$ cat src/rtl/feed_ts_pkg.sv
// feed_ts_pkg: shared states, status codes and default widths for the latency probe path
package feed_ts_pkg;
    localparam int DEF_TS_W  = 64;
    localparam int DEF_LAT_W = 32;
    localparam logic [1:0] ST_OK      = 2'd0;
    localparam logic [1:0] ST_TIMEOUT = 2'd1;
    localparam logic [1:0] ST_NEG     = 2'd2;
    localparam logic [1:0] ST_SAT     = 2'd3;
    typedef enum logic [2:0] {S_IDLE, S_CLEAR, S_ARMED, S_CAPTURE, S_REPORT} state_t;
endpackage

$ cat src/rtl/latency_stats_acc.sv
// latency_stats_acc: running min/max/sum/count/error statistics; a clear beats a same-cycle update
module latency_stats_acc #(
    parameter int LAT_W = 32,
    parameter int SUM_W = 48
) (
    input  logic             clk,
    input  logic             rst,
    input  logic             clear,
    input  logic             upd_ok,
    input  logic             upd_err,
    input  logic [LAT_W-1:0] latency,
    output logic [31:0]      count,
    output logic [LAT_W-1:0] min,
    output logic [LAT_W-1:0] max,
    output logic [SUM_W-1:0] sum,
    output logic [31:0]      errors
);
    logic [SUM_W:0] sum_ext;
    always_comb sum_ext = {1'b0, sum} + {{(SUM_W+1-LAT_W){1'b0}}, latency};
    always_ff @(posedge clk or posedge rst)
        if (rst) begin
            count  <= '0;
            min    <= '1;
            max    <= '0;
            sum    <= '0;
            errors <= '0;
        end else if (clear) begin
            count  <= '0;
            min    <= '1;
            max    <= '0;
            sum    <= '0;
            errors <= '0;
        end else begin
            if (upd_ok) begin
                count <= &count ? count : count + 32'd1;
                min   <= latency < min ? latency : min;
                max   <= latency > max ? latency : max;
                sum   <= sum_ext[SUM_W] ? '1 : sum_ext[SUM_W-1:0];
            end
            if (upd_err) errors <= &errors ? errors : errors + 32'd1;
        end
endmodule

$ cat src/rtl/latency_probe_ctrl.sv
// latency_probe_ctrl: arms the TX/RX timestamp latch, waits for capture or timeout, reports rx-tx
module latency_probe_ctrl
    import feed_ts_pkg::*;
#(
    parameter int TS_W        = DEF_TS_W,
    parameter int LAT_W       = DEF_LAT_W,
    parameter int TIMEOUT_CYC = 65535,
    parameter int SUM_W       = 48
) (
    input  logic             clk,
    input  logic             rst,
    input  logic             start,
    input  logic             abort,
    input  logic             ts_valid,
    input  logic [TS_W-1:0]  ts_tx,
    input  logic [TS_W-1:0]  ts_rx,
    output logic             ts_clear,
    output logic             busy,
    output logic             res_valid,
    input  logic             res_ready,
    output logic [LAT_W-1:0] res_latency,
    output logic [1:0]       res_status,
    input  logic             stat_clear,
    output logic [31:0]      stat_count,
    output logic [LAT_W-1:0] stat_min,
    output logic [LAT_W-1:0] stat_max,
    output logic [SUM_W-1:0] stat_sum,
    output logic [31:0]      stat_errors
);
    localparam int TW = $clog2(TIMEOUT_CYC + 1);
    state_t           state, state_n;
    logic [TW-1:0]    timer;
    logic [TS_W-1:0]  tx_q, rx_q, diff;
    logic             neg, sat, clr_n, upd_ok, upd_err;
    logic [LAT_W-1:0] lat_n;
    logic [1:0]       st_n;
    always_comb begin
        diff = rx_q - tx_q;
        neg  = rx_q < tx_q;
        sat  = |diff[TS_W-1:LAT_W];
    end
    always_comb begin
        state_n = state;
        clr_n   = 1'b0;
        upd_ok  = 1'b0;
        upd_err = 1'b0;
        lat_n   = '0;
        st_n    = ST_OK;
        case (state)
            S_IDLE:    if (start) state_n = S_CLEAR;
            S_CLEAR:   state_n = S_ARMED;
            S_ARMED:
                if (abort) begin
                    state_n = S_IDLE;
                    clr_n   = 1'b1;
                end else if (ts_valid) begin
                    state_n = S_CAPTURE;
                end else if (timer == TW'(TIMEOUT_CYC)) begin
                    state_n = S_REPORT;
                    upd_err = 1'b1;
                    st_n    = ST_TIMEOUT;
                end
            S_CAPTURE: begin
                state_n = S_REPORT;
                upd_ok  = !neg;
                upd_err = neg;
                st_n    = neg ? ST_NEG : sat ? ST_SAT : ST_OK;
                lat_n   = neg ? '0 : sat ? '1 : diff[LAT_W-1:0];
            end
            S_REPORT:
                if (res_ready) begin
                    state_n = S_IDLE;
                    clr_n   = 1'b1;
                end
            default:   state_n = S_IDLE;
        endcase
    end
    always_ff @(posedge clk or posedge rst)
        if (rst) begin
            state       <= S_IDLE;
            ts_clear    <= 1'b0;
            busy        <= 1'b0;
            res_valid   <= 1'b0;
            res_latency <= '0;
            res_status  <= ST_OK;
            timer       <= '0;
            tx_q        <= '0;
            rx_q        <= '0;
        end else begin
            state     <= state_n;
            ts_clear  <= clr_n || state_n == S_CLEAR;
            busy      <= state_n != S_IDLE;
            res_valid <= state_n == S_REPORT;
            timer     <= state == S_ARMED ? timer + TW'(1) : '0;
            if (state == S_ARMED && ts_valid) begin
                tx_q <= ts_tx;
                rx_q <= ts_rx;
            end
            if (upd_ok || upd_err) begin
                res_latency <= lat_n;
                res_status  <= st_n;
            end
        end
    latency_stats_acc #(.LAT_W(LAT_W), .SUM_W(SUM_W)) u_stats (
        .clk     (clk),
        .rst     (rst),
        .clear   (stat_clear),
        .upd_ok  (upd_ok),
        .upd_err (upd_err),
        .latency (lat_n),
        .count   (stat_count),
        .min     (stat_min),
        .max     (stat_max),
        .sum     (stat_sum),
        .errors  (stat_errors)
    );
endmodule
$ cat config.mk
export PLATFORM = sky130hd
export DESIGN_NAME = latency_probe_ctrl
export DESIGN_NICKNAME = d
export VERILOG_FILES = /design/src/rtl/feed_ts_pkg.sv /design/src/rtl/latency_stats_acc.sv /design/src/rtl/latency_probe_ctrl.sv
export SDC_FILE = /design/constraint.sdc
export NUM_CORES = 1
export LEC_CHECK = 0
export CAP_MARGIN = 20
export CORE_MARGIN = 2
export CORE_UTILIZATION = 55
export CTS_BUF_LIST = sky130_fd_sc_hd__clkbuf_16
export CTS_CLUSTER_SIZE = 40
export DETAILED_ROUTE_END_ITERATION = 12
export GPL_ROUTABILITY_DRIVEN = 0
export PLACE_DENSITY = 0.78
export SLEW_MARGIN = 5
export SYNTH_ARGS = -nofsm -noshare
export SYNTH_HDL_FRONTEND = slang
export SYNTH_SLANG_ARGS = --single-unit
$ cat constraint.sdc
create_clock -name clk -period 17.13 [get_ports clk]
set_input_delay 3.426 -clock clk [delete_from_list [all_inputs] [get_ports clk]]
set_output_delay 3.426 -clock clk [all_outputs]
set_load 0.05 [all_outputs]
=== Yosys cells after proc, flatten, opt, wreduce, memory -nomap -nowiden ===
Index checks and enable logic that the tools add are counted.

* Bits of input ports: 135
* Latch bits: 0
* Output and inout port bits: 213
* Memory bits (writable): 0
* Logic and storage cells: 87
* Register bits after elaboration: 360
* Memories: 0
* Memory bits (read-only): 0

* Multiply operators: 0
* Add/subtract/negate cells: 5
* Shift operators: 0
* Order comparisons: 3
* Equality and inequality tests: 9
* Bitwise gates (word level): 0
* Reductions and logical operators: 17
* Multiplexer cells: 39
* Div/mod/pow operators: 0

{| class="wikitable"
|+ Operators with widths
! operator !! count
|-
| 32-bit 2-to-1 mux || 15
|-
| 48-bit 2-to-1 mux || 3
|-
| 32-bit by 1-bit adder with 32-bit output, second input constant || 2
|-
| 64-bit < comparator || 1
|-
| 32-bit AND reduction || 2
|-
| 64-bit subtractor || 1
|-
| 48-bit by 32-bit adder with 49-bit output || 1
|-
| 32-bit > comparator || 1
|-
| 32-bit < comparator || 1
|-
| 32-bit OR reduction || 1
|-
| 16-bit by 1-bit adder with 16-bit output, second input constant || 1
|-
| 16-bit == test, second input constant || 1
|-
| 16-bit 2-to-1 mux || 1
|-
| 3-bit 2-to-1 mux || 5
|-
| 3-bit case mux with 5 select lines || 1
|-
| 1-bit 2-to-1 mux || 9
|-
| 2-bit AND reduction || 4
|-
| 2-bit nonzero test || 4
|-
| 3-bit by 1-bit == test with 1-bit output, second input constant || 2
|-
| 3-bit by 2-bit == test with 1-bit output, second input constant || 2
|-
| 3-bit == test, second input constant || 2
|-
| 2-bit 2-to-1 mux || 2
|-
| 2-bit != test, second input constant || 2
|-
| 1-bit case mux with 2 select lines || 2
|-
| other kinds (6) || 7
|}

=== Depth between registers and ports, before layout ===
* Depth in word-level cells: 9
* Depth in mapped cells: 34

=== Cells and area by module ===
From an unflattened synthesis, not the netlist that was laid out.

* Cells, all modules: 2601
* Area, all modules: 23090.9 um2

{| class="wikitable"
|+ Modules (own cells, without submodules)
! module !! cells an instance !! times used !! area an instance (um2)
|-
| latency_probe_ctrl || 1384 || 1 || 12006.5
|-
| latency_stats_acc || 1217 || 1 || 11084.4
|}

=== Worst setup path before layout ===
Ideal clock, no wire load.

* Kind: register to register
* From: register tx_q[0]
* To: register u_stats.sum[33]
* Path buffers: 2
* Cell stages (with the launch flop): 33
* Path slack: 9412 ps
* Data arrival time: 7555 ps
* Setup time: 163 ps
* Required time: 16967 ps
* Cells stage by stage: dfrtp_1 -> ha_1 -> fa_1 -> nand2b_1 -> a211oi_1 -> o211ai_1 -> a211o_1 -> a311o_1 -> a2111oi_0 -> nor3_1 -> xnor2_1 -> or3_1 -> or4_1 -> buf_2 -> clkbuf_1 -> nor2_1 -> nor2_1 -> fa_1 -> a21o_1 -> a21oi_1 -> o21bai_1 -> a21oi_1 -> o21bai_1 -> a21oi_1 -> o211ai_1 -> a31oi_1 -> a21oi_1 -> a21bo_2 -> a21o_1 -> nand2_1 -> nor2_1 -> nor2_1 -> a311oi_1

* Word-level cells in the longest chain between the ends: 9
* Elaborated cells on any way between the ends: 13

{| class="wikitable"
|+ Ends and longest elaborated chain
! what !! RTL line !! RTL
|-
| start: declaration || latency_probe_ctrl.sv:33 || <nowiki>logic [TS_W-1:0] tx_q, rx_q, diff;</nowiki>
|-
| start signal: assignment || latency_probe_ctrl.sv:96 || <nowiki>tx_q <= ts_tx;</nowiki>
|-
| 64-bit subtractor || latency_probe_ctrl.sv:38 || <nowiki>diff = rx_q - tx_q;</nowiki>
|-
| 32-bit OR reduction || latency_probe_ctrl.sv:40 || <nowiki>sat = |diff[TS_W-1:LAT_W];</nowiki>
|-
| 32-bit 2-to-1 mux || latency_probe_ctrl.sv:68 || <nowiki>lat_n = neg ? '0 : sat ? '1 : diff[LAT_W-1:0];</nowiki>
|-
| 32-bit 2-to-1 mux * || latency_probe_ctrl.sv:68 ||
|-
| 32-bit 2-to-1 mux * || latency_probe_ctrl.sv:49 || <nowiki>case (state)</nowiki>
|-
| via lat_n[1] || latency_probe_ctrl.sv:35 || <nowiki>logic [LAT_W-1:0] lat_n;</nowiki>
|-
| 48-bit by 32-bit adder with 49-bit output * || latency_stats_acc.sv:19 || <nowiki>always_comb sum_ext = {1'b0, sum} + {{(SUM_W+1-LAT_W){1'b0}}, latency};</nowiki>
|-
| 48-bit 2-to-1 mux * || latency_stats_acc.sv:38 || <nowiki>sum <= sum_ext[SUM_W] ? '1 : sum_ext[SUM_W-1:0];</nowiki>
|-
| 48-bit 2-to-1 mux * || latency_stats_acc.sv:34 || <nowiki>if (upd_ok) begin</nowiki>
|-
| 48-bit 2-to-1 mux * || latency_stats_acc.sv:27 || <nowiki>end else if (clear) begin</nowiki>
|-
| end signal: assignment || latency_stats_acc.sv:38 ||
|-
| end: declaration || latency_stats_acc.sv:15 || <nowiki>output logic [SUM_W-1:0] sum,</nowiki>
|}

The timed path passes the listed nets; every way through them passes the cells marked *. The select of a mux whose other input is x is not followed.
A chain may end at the register's enable or synchronous reset.

=== Final worst setup path ===
Ends and elaborated chain as after synthesis.

==> flow_summary.toml <==
[routing]
drc = 0
drt_iter0_markers = 2468
num_vias = 21600
routedWlPerCell_um = 20.1
drtPass1Iterations = 7
via_per_inst = 6.19
detail-route-antenna-nets = 0
wl_um = 70200

[sta]
fin_hold_ws_ns = 0.476
max_freq_mhz = 109
finalWorstSetupSlack_ns = 7.99
rsz0062_at_grt = "no"
fin_setup_tns_ns = 0
slew_headroom_pct = 30.6
fin_skew_ns = 0.0262
fin_crit_sh_pct = 53.3
tightest_slew_ns = 1.04
setup_viol = 0
min_period_ns = 9.14
hold_violations = 0
slew_violations = 0

[worst_setup_path]
cp_max_fo = 38
path_delay_family = "compound AO/OA/AOI/OAI gates"
start_kind = "flop"
critPathMaxStageDelay_ns = 0.57
worstPathRequired_ns = 17.52
path_class = "flop to flop"
arrival_ns = 9.53
cp-end-kind = "flop"
slowest_stage = "nor2_1"
worst-path-buf-inv = 1

[layout]
antenna_cells = 0
seq_area_sq_mm = 0.00905
layout.nets = 3223
final_cell_mix = "346 x clkdlybuf4s50_1, 328 x dfrtp_1, 267 x nor2_1"
final_common_cell = "clkdlybuf4s50_1"
area_growth_pct = 21.1
stdcell_count = 3493
drive_gt1_share_pct = 6.87
multi_input_area_sq_mm = 0.0131
fill_cells = 3387

[power]
p_total_mw = 5.16
power.leakage_nw = 13.1
powerDensity_mw_per_mm2 = 182
sequentialPowerShare_pct = 23.5
clockPowerShare_pct = 15.5
ir_drop_mv = 0.113
internal_power_mw = 2.65
p_sw_share_pct = 48.6
p_comb_share_pct = 61.0
switchingPower_mw = 2.51

[die]
coreArea_sq_mm = 0.0419
ioPinCount = 348
rows = 75
start_util_pct = 55.7
die-area_sq_mm = 0.0441
die_w_um = 210
die_h_um = 210

[synth]
synth_top_family_by_area = "compound AO/OA/AOI/OAI gates"
synth_xor_area_share_pct = 5.06
ys_seq_area_share_pct = 38.8
ys_types = 84
synth.avg_cell_area_sq_um = 8.80
syn-num-nets = 2951
synth_edf_count = 0
yosys.area_share.adder_pct = 8.75
syn_area_sq_mm = 0.0233
synth_simple_gate_area_share_pct = 18.1
synth_mux_area_share_pct = 4.63
async_flop_share_pct = 100
synthCells = 2654
synth_ff_type = "dfrtp_1"
synth_compound_area_share_pct = 19.6
yosysWarnings = 0
synth-seq-cells = 360

[clocking]
cts_resized = 0
cts-buffers-inserted = 40
root_buffer = "clkbuf_16"
cts_hold_buffers = 0
cts_tree = "done"
h-tree-depth = 2
clkSlewWorstSetupHoldPaths_ns = 0.06
clockBufferDepth = 3
cts.sinks = 360
clk_latency_ns = 0.57
post_cts_buffers = 0

[status]
status = "finished clean"

[global_routing]
grt_overflow_total = 0
grt_pass1_wl_um = 111000
grt_max_degree = 162
use_met3_pct = 6.05
use_met1_pct = 41.3
use_met2_pct = 51.3
top_usage_layer = "met2"
antenna_found_initial = 0
grt_pass1_vias = 21000
grt_use_total_pct = 31.3

[run]
drv_cap = 0

[min_path]
hold_class = "flop to flop"

[placed_design]
io_buffers = 347
dp.cells = 3423
place_ws_ns = 8.22
dpl.hpwl_um = 52800
-- through the flow --
stage	util [%]	area [sq um]
after floorplan	-	23300
after global placement	64.6	27100
after detailed placement	64.6	27100
after CTS	67.4	28300
after global routing	67.4	28300
final	67.4	28300
-- worst reg2reg max path: cells and delay by family (launching register included) --
family          cells  cell delay, ns
buf+inv             1            0.28
flops               1            0.38
compound gates     17            4.70
xor+xnor            1            0.15
fa+ha+maj           3            1.17
simple gates        9            2.33
-- sequential cells by signal (all words and copies together), names as in the netlist, 2 cells and up --
signal and cells:
rx_q 64, tx_q 64, u_stats.sum 48, res_latency 32, u_stats.count 32, u_stats.errors 32
u_stats.max 32, u_stats.min 32, timer 16, state 3, res_status 2
-- kinds of logic after synthesis --
family	after synthesis
AOI/OAI and AO/OA	711
xor gates and xnor gates	135
adders and majority gates	162
buffers and inverters	299
DFF	360
muxes	100
and+or+nand+nor	887
-- synthesized netlist by cell type (5+ instances only) --
cell type  count  area [sq um]
a2111oi_0      5          43.8
a211oi_1      18           135
a21boi_0       8          60.1
a21o_1        88           661
a21oi_1      184           921
a311oi_1      12           105
a31oi_1       35           219
a41oi_1        6          52.6
and2_1        18           113
and3_1        36           225
and4_1        15           131
buf_1         10          37.5
buf_2         18          90.1
buf_6          6          67.6
clkbuf_1      99           372
dfrtp_1      328          8210
dfstp_2       32           841
ha_1         160          2000
inv_1        166           623
mux2_2        64           721
mux2i_1       36           360
nand2_1      255           957
nand2b_1      22           138
nand3_1       57           285
nand3b_1       6          45.0
nand4_1       75           469
nor2_1       267          1000
nor2b_1       18           113
nor3_1        44           220
nor4_1        15          93.8
nor4b_1        5          43.8
o211ai_1      15           113
o21a_1        27           203
o21ai_0      181           906
o21bai_1      21           158
o22ai_1        9          56.3
o311ai_1      32           280
o31a_1         7          61.3
o31ai_1        7          52.6
or2_2         15          93.8
or3_1         23           144
xnor2_1       66           578
xor2_1        69           604
-- path summary, 6_finish.rpt --
check,from,end,slack [ns],cells past startpoint
setup / recovery,tx_q[0],u_stats.sum[33],7.99,31
hold / removal,timer[0],timer[0],0.48,1
setup reg to reg,tx_q[0],u_stats.sum[33],7.99,31
hold reg to reg,timer[0],timer[0],0.48,1
max in group asynchronous,rst,tx_q[40],12.12,3
min in group asynchronous,rst,u_stats.max[13],3.42,2
-- cell type report --
class,count,share of cell area (%)
multi-input cells,1995,46.4
clock buffers,41,3.63
flip-flops and latches,360,32.0
repair buffers,363,12.7
clock inverters,29,0.593
well taps,539,2.38
inverters,166,2.23
-- per-layer routing --
metal  vias up  wire length [um]
li1      10000                 -
met1     10300             28700
met2      1069             32500
met3       208              6030
met4         0              2940
met5         -                 0
-- power by group through the flow --
stage	combinational, mW	sequential, mW	clock (mW)
finish	3.14	1.21	0.801
global route	3.39	1.24	0.852
CTS	3.06	1.21	0.815
detailed placement	3.04	1.23	0
global placement	2.98	1.21	0
floorplan	2.03	1.40	0
Power figures use the tool's default switching activity.
